**config.mk**
```make
export PLATFORM = sky130hd
export DESIGN_NAME = sob_eob_recorder
export DESIGN_NICKNAME = d
export VERILOG_FILES = /design/src/rtl/sob_eob_recorder.sv
export SDC_FILE = /design/constraint.sdc
export NUM_CORES = 1
export LEC_CHECK = 0
export ABC_CLOCK_PERIOD_IN_PS = 3500
export BUFFER_PORTS_ARGS = -buffer_cell sky130_fd_sc_hd__buf_2
export CAP_MARGIN = 10
export CORE_ASPECT_RATIO = 1.25
export CORE_MARGIN = 2
export CORE_UTILIZATION = 52
export DETAILED_ROUTE_END_ITERATION = 16
export PLACE_DENSITY = 0.78
export SYNTH_ARGS = -nofsm -noshare
export SYNTH_HDL_FRONTEND = slang
export SYNTH_SLANG_ARGS = --single-unit
```
**constraint.sdc**
```tcl
create_clock -name clk -period 3.5 [get_ports clk]
set_input_delay 0.175 -clock clk [delete_from_list [all_inputs] [get_ports clk]]
set_output_delay 0.175 -clock clk [all_outputs]
set_load 0.03 [all_outputs]
```
**src/rtl/sob_eob_recorder.sv**
```systemverilog
// SOB/EOB burst recorder: tracks burst state, counts triggers per burst and
// queues SOB/EOB records in a small FIFO drained over a valid/ready handshake.
module sob_eob_recorder #(
    parameter int FIFO_DEPTH = 4,
    parameter int BID_W      = 14
) (
    input  logic        clk,
    input  logic        reset,
    input  logic        ECRST,
    input  logic        BCRST,
    input  logic        TRIGGER,
    input  logic        REC_READY,
    output logic        REC_VALID,
    output logic [63:0] REC_DATA,
    output logic [31:0] TIMESTAMP,
    output logic        IN_BURST,
    output logic        ERR_OVF,
    output logic        ERR_SEQ
);

    localparam int AW = $clog2(FIFO_DEPTH);
    localparam int CW = AW + 1;

    typedef enum logic [0:0] {
        IDLE  = 1'b0,
        BURST = 1'b1
    } state_t;

    state_t            state_r;
    logic [15:0]       trig_cnt_r;
    logic [BID_W-1:0]  bid_r;
    logic [63:0]       mem_r [FIFO_DEPTH];
    logic [AW-1:0]     wr_ptr_r;
    logic [AW-1:0]     rd_ptr_r;
    logic [CW-1:0]     count_r;

    logic              sob_s;
    logic              eob_s;
    logic              ill_s;
    logic              in_burst_s;
    logic [15:0]       trig_next_s;
    logic [13:0]       bid14_s;
    logic              push_s;
    logic              pop_s;
    logic              full_s;
    logic              accept_s;
    logic              drop_s;
    logic              seq_err_s;
    logic [63:0]       rec_s;
    logic [CW-1:0]     count_next_s;

    // Event decode, record formation and FIFO push/pop qualification
    always_comb begin
        sob_s      = ECRST & BCRST;
        eob_s      = ECRST & ~BCRST;
        ill_s      = BCRST & ~ECRST;
        in_burst_s = (state_r == BURST);
        bid14_s    = 14'(bid_r);
        trig_next_s = trig_cnt_r;
        if (in_burst_s && TRIGGER && (trig_cnt_r != 16'hFFFF)) begin
            trig_next_s = trig_cnt_r + 16'd1;
        end else begin
            trig_next_s = trig_cnt_r;
        end
        // The EOB record already includes a trigger arriving in the EOB cycle
        rec_s = 64'd0;
        if (sob_s) begin
            rec_s = {2'b01, bid14_s, 16'd0, 32'd0};
        end else begin
            rec_s = {2'b10, bid14_s, trig_next_s, TIMESTAMP};
        end
        push_s    = sob_s | (eob_s & in_burst_s);
        pop_s     = REC_VALID & REC_READY;
        full_s    = (count_r == CW'(FIFO_DEPTH));
        accept_s  = push_s & (~full_s | pop_s);
        drop_s    = push_s & full_s & ~pop_s;
        seq_err_s = ill_s | (sob_s & in_burst_s) | (eob_s & ~in_burst_s);
        count_next_s = count_r;
        if (accept_s && !pop_s) begin
            count_next_s = count_r + CW'(1);
        end else if (!accept_s && pop_s) begin
            count_next_s = count_r - CW'(1);
        end else begin
            count_next_s = count_r;
        end
    end

    // Burst state machine, timestamp, trigger count, burst ID and sequence error
    always_ff @(posedge clk or negedge reset) begin
        if (!reset) begin
            state_r    <= IDLE;
            IN_BURST   <= 1'b0;
            TIMESTAMP  <= 32'd0;
            trig_cnt_r <= 16'd0;
            bid_r      <= '0;
            ERR_SEQ    <= 1'b0;
        end else begin
            case (state_r)
                IDLE: begin
                    if (sob_s) begin
                        state_r  <= BURST;
                        IN_BURST <= 1'b1;
                    end
                end
                BURST: begin
                    if (eob_s) begin
                        state_r  <= IDLE;
                        IN_BURST <= 1'b0;
                        bid_r    <= bid_r + BID_W'(1);
                    end
                end
                default: begin
                    state_r  <= IDLE;
                    IN_BURST <= 1'b0;
                end
            endcase
            TIMESTAMP  <= sob_s ? 32'd0 : (TIMESTAMP + 32'd1);
            trig_cnt_r <= sob_s ? 16'd0 : trig_next_s;
            ERR_SEQ    <= ERR_SEQ | seq_err_s;
        end
    end

    // Record storage; contents only matter between the pointers, so no reset
    always_ff @(posedge clk) begin
        if (accept_s) begin
            mem_r[wr_ptr_r] <= rec_s;
        end
    end

    // FIFO pointers, registered head-of-queue output and overflow flag
    always_ff @(posedge clk or negedge reset) begin
        if (!reset) begin
            wr_ptr_r  <= '0;
            rd_ptr_r  <= '0;
            count_r   <= '0;
            REC_VALID <= 1'b0;
            REC_DATA  <= 64'd0;
            ERR_OVF   <= 1'b0;
        end else begin
            if (accept_s) begin
                wr_ptr_r <= wr_ptr_r + AW'(1);
            end
            if (pop_s) begin
                rd_ptr_r <= rd_ptr_r + AW'(1);
                if (count_r > CW'(1)) begin
                    REC_DATA <= mem_r[rd_ptr_r + AW'(1)];
                end else if (accept_s) begin
                    REC_DATA <= rec_s;
                end
            end else if ((count_r == CW'(0)) && accept_s) begin
                REC_DATA <= rec_s;
            end
            count_r   <= count_next_s;
            REC_VALID <= (count_next_s != CW'(0));
            ERR_OVF   <= ERR_OVF | drop_s;
        end
    end

endmodule
```
## Word level (Yosys, flattened, before mapping)

Memory sizes are Yosys's and may differ from the RTL's.
Cells that the tools add are included.

| word-level totals | value |
|---|---|
| RAM bits | 256 |
| bits in registers | 138 |
| output and inout bits | 100 |
| memories | 1 |

Memory list:

| memory | words | bits a word | read ports | clocked after Yosys merged registers in | write ports | RTL line | source |
|---|---|---|---|---|---|---|---|
| mem_r | 4 | 64 | 1 | 0 | 1 | 32 | `logic [63:0] mem_r [FIFO_DEPTH];` |

| operators by class | value |
|---|---|
| reductions and logical operators | 13 |
| $add $sub $neg | 7 |
| equality and inequality tests | 5 |
| bitwise operators | 21 |
| magnitude comparators | 1 |
| muxes and demuxes | 18 |

Operator list:

| kind | number |
|---|---|
| two-way mux 64 bit | 5 |
| adder 32 x 1 -> 32 bit, second input constant | 1 |
| two-way mux 16 bit | 2 |
| two-way mux 32 bit | 1 |
| adder 16 x 1 -> 16 bit, second input constant | 1 |
| inequality test 16 bit, second input constant | 1 |
| adder 14 x 1 -> 14 bit, second input constant | 1 |
| bitwise AND 1 bit | 10 |
| two-way mux 1 bit | 6 |
| two-way mux 3 bit | 2 |
| OR 1 bit | 6 |
| AND reduction 2 bit | 3 |
| logical AND 1 bit | 5 |
| NOT 1 bit | 5 |
| adder 2 x 1 -> 2 bit, second input constant | 2 |
| one-hot mux 1 bit (2 select lines) | 2 |
| adder 3 x 1 -> 3 bit, second input constant | 1 |
| equality test 3 bit, second input constant | 1 |
| > comparator 3 x 1 -> 1 bit, second input constant | 1 |
| zero test 3 bit | 1 |
| inequality test 3 x 1 -> 1 bit, second input constant | 1 |
| nonzero test 3 bit | 1 |
| subtractor 3 x 1 -> 3 bit, second input constant | 1 |
| zero test 1 bit | 2 |
| other kinds (3) | 3 |

## Longest topological paths before layout

| depth | value |
|---|---|
| depth in word-level cells | 10 |
| depth in mapped cells | 8 |
| mapped depth without buffers | 7 |

## Worst setup path after synthesis

No wires, ideal clock.

| timing path | value |
|---|---|
| path kind | register -> register |
| start | register REC_VALID |
| end | memory mem_r[0][0], enable pin |
| library setup time | 0.429 ns |
| setup slack | 0.355 ns |
| buffers on the path | 0 |
| period minus slack after synthesis | 3.145 ns |
| required time | 3.071 ns |
| arrival time | 2.716 ns |
| cell stages (with the launch flop) | 4 |
| cells stage by stage | dfrtp_1 nand2_1 a31oi_1 and2_1 |

| between the ends | value |
|---|---|
| cells in the longest elaborated chain, start to end | 5 |

RTL lines:

| what | RTL line | source |
|---|---|---|
| from (decl) | 13 | `output logic REC_VALID,` |
| from (signal assigned) | 154 | `REC_VALID <= (count_next_s != CW'(0));` |
| bitwise AND 1 bit | 73 | `pop_s = REC_VALID & REC_READY;` |
| OR 1 bit | 75 | `accept_s = push_s & (~full_s \| pop_s);` |
| bitwise AND 1 bit | 75 |  |
| two-way mux 1 bit | 125 | `if (accept_s) begin` |
| two-way mux 1 bit (not written as such) | 126 | `mem_r[wr_ptr_r] <= rec_s;` |
| to (decl) | 32 |  |

Every way passes these cells.

## Final worst setup path

| timing path | value |
|---|---|
| start | register count_r[1] |
| end | memory mem_r[3][43], enable pin |

| between the ends | value |
|---|---|
| cells in the longest elaborated chain, start to end | 6 |

RTL lines:

| what | RTL line | source |
|---|---|---|
| from (decl) | 35 | `logic [CW-1:0] count_r;` |
| from (signal assigned) | 153 | `count_r <= count_next_s;` |
| equality test 3 bit | 74 | `full_s = (count_r == CW'(FIFO_DEPTH));` |
| NOT 1 bit | 75 |  |
| OR 1 bit | 75 |  |
| bitwise AND 1 bit | 75 |  |
| two-way mux 1 bit | 125 |  |
| two-way mux 1 bit (not written as such) | 126 |  |

Every way passes these cells.

==> flow_summary.ini <==
[outcome]
outcome = complete, no violations

[finish]
fin_util_pct = 60.18
multiInputGateArea_um2 = 4690
layout.nets = 1186
final_cell_mix = 256 x edfxtp_1, 136 x dfrtp_1, 104 x buf_2
drive_gt1_share_pct = 23.02
antennaDiodeCount = 0
final_common_cell = edfxtp_1
seq_area_um2 = 11150
area_delta_synth_final_pct = 15.02
nFillCells = 2209

[yosys]
syn_nets = 1067
syn_inst = 1050
ys_async_sr_fraction_pct = 35.03
ys_seq_area_share_pct = 69.31
synth_cell_type_count = 52
synth_edf_count = 256
synthFlopType = edfxtp_1
syn_area_per_cell_um2 = 15.31
yosys_register_bits = 394
syn-cell-area_um2 = 16070
ys_warn_count = 0

[power_and_ir_drop]
seq_power_share_pct = 44.8
p_int_w = 0.009941
p_leak_nw = 7.208
p_clk_share_pct = 29.0
cellPowerDensity_nw_per_um2 = 798.7
swShare_pct = 32.68
p_sw_w = 0.004825
ir_worst_vdd_uv = 519.6
power_frac_comb_pct = 26.2

[clock_network]
post_cts_buffers = 0
cts.clk_slew.worst_paths_ns = 0.06
clockBufferDepth = 3
htreeDepth = 2
cts.sinks = 394
clk_latency_ns = 0.53
cts_tree = built
cts_hold_buffers = 3
ctsResizeCount = 0
root_buffer = clkbuf_16
numCtsBuffers = 39

[critical_path]
critPathCaptureType = register
crit_family = simple AND/OR/NAND/NOR gates
cp_max_fo = 31
crit_chain = inv_1, ha_1, a31oi_1, and2_2, buf_12
crit_path_top_delay_cell = and2_2
worst_setup_path_start_kind = register
path_buf_inv = 2
required_ns = 3.71
slowest_delay_ns = 0.65
worst_ep_arrival_time_ns = 2.69
path_class = register to register

[grt]
use_met3_pct = 3.223
grt.overflow.total = 0
antenna_found_initial = 0
gr-usage-met2_pct = 38.41
grt_busiest_layer = met2
met1_usage_pct = 28.47
grt_pass1_vias = 9873
grt_pass1_wl_um = 55340
grt_max_degree = 105
grt_use_total_pct = 22.02

[hold_path]
hold_path.class = input pin to register

[sta]
fin_crit_sh_pct = 70.81
setup_violations = 0
finClkSkew_ns = 0.01809
timing.final.crit_period_ns = 2.478
slew_viol_final = 0
max_freq_ghz = 0.4035
setup_tns_ns = 0
rsz0062_at_grt = false
tightestPinTransition_ns = 1.083
relSlewSlack_pct = 27.77
finalHoldViolCount = 0

[flow_run]
maxCapViolCount = 0

[floorplanning]
core_area_um2 = 30720
die-area_um2 = 32340
die_h_um = 200.6
die_width_um = 161.3
num_rows = 72
start_util_pct = 52.32
boundaryPins = 106

[placement]
gp_congestion = 0.8352
port-buffer-count = 105
hpwl_um = 20780

[route]
drt_wl_total_um = 35090
ant_nets = 0
viasPerCell = 5.910
drcViolationCount = 0
routedWlPerCell_um = 21.85
drt-initial-drc-count = 987
first_pass_iters = 6
vias = 9491
## cells by family after synthesis
| logic type | after synthesis | synth area share, % |
|---|---|---|
| flops | 394 | 69.31 |
| simple gates | 309 | 9.699 |
| compound gates | 119 | 4.282 |
| mux | 103 | 11.41 |
| buf+inv | 63 | 1.658 |
| xor+xnor | 51 | 2.779 |
| fa+ha+maj | 11 | 0.8563 |
## worst reg2reg max path: cells and delay by family (launching register included)
kind / cells / cell delay [ns]
flip-flops: 1 / 0.40
AND/OR/NAND/NOR: 1 / 0.65
adder cells (fa/ha/maj): 1 / 0.25
buffers and inverters: 2 / 0.43
AO/OA/AOI/OAI: 1 / 0.42
## power groups by stage
stage	clock network (W)	registers [W]	logic (W)
floorplan	0	0.00704	0.00223
global placement	0	0.00665	0.00381
detailed placement	0	0.00669	0.00388
CTS	0.00434	0.00662	0.00393
global route	0.00450	0.00670	0.00419
finish	0.00429	0.00661	0.00387
## cell type report
class	count	share of cell area [%]
flip-flops and latches	394	60.29
multi-input cells	593	25.37
clock buffers	51	5.969
repair buffers	129	4.230
well taps	407	2.754
clock inverters	20	1.151
inverters	12	0.2436
## Yosys cell counts, types with 11 or more instances
master    number  area [um^2]
a21oi_1       26        130.1
a31oi_1       17        106.4
and2_1        39        244.0
and3_1        15        93.84
buf_2         12        60.06
clkbuf_1      28        105.1
dfrtp_1      138         3453
edfxtp_1     256         7687
ha_1          11        137.6
inv_1         12        45.04
mux2i_1       37        370.4
mux4_2        64         1441
nand2_1       97        364.1
nand3_1       22        110.1
nand4_1       18        112.6
nor2_1        79        296.5
o21ai_0       47        235.2
xnor2_1       22        192.7
xor2_1        29        254.0
## path summary, 6_finish.rpt
path | from | end | slack (ns) | depth (start not counted)
worst max-delay path | count_r[1] | mem_r[3][43] | 1.02 | 5
worst min-delay path | REC_READY | rd_ptr_r[0] | 0.17 | 3
worst max register to register | count_r[1] | mem_r[3][43] | 1.02 | 5
worst min register to register | ERR_SEQ | ERR_SEQ | 0.47 | 1
max in group asynchronous | reset | bid14_s[8] | 2.19 | 3
min in group asynchronous | reset | TIMESTAMP[24] | 0.36 | 2
## per-stage QoR
stage / instance area [um^2] / total power [W] / instances / hold slack, ns / setup slack [ns]
global route: 18490 / 0.01538 / 1606 / 0.2019 / 0.8232
CTS: 18490 / 0.01490 / 1606 / 0.1621 / 0.9887
floorplan: 16070 / 0.009270 / 1050 / -0.1206 / 0.3554
finish: 18490 / 0.01477 / 1606 / 0.1664 / 1.022
global placement: 17140 / 0.01045 / 1532 / 0.3743 / 1.123
detailed placement: 17140 / 0.01057 / 1532 / 0.3868 / 0.9865
## sequential cells by signal, indices dropped and copies added (netlist names), named ones only
name,cells
ERR_OVF,1
ERR_SEQ,1
IN_BURST,1
REC_DATA,64
REC_VALID,1
TIMESTAMP,32
bid14_s,14
count_r,3
mem_r,256
rd_ptr_r,2
trig_cnt_r,16
wr_ptr_r,2
## layer usage
layer,vias up,part of all wire [%]
li1,4172,-
met2,418,52
met5,-,0
met4,0,2.6
met1,4822,40
met3,79,6.2
Note: power is estimated with default switching activity, not from simulation.
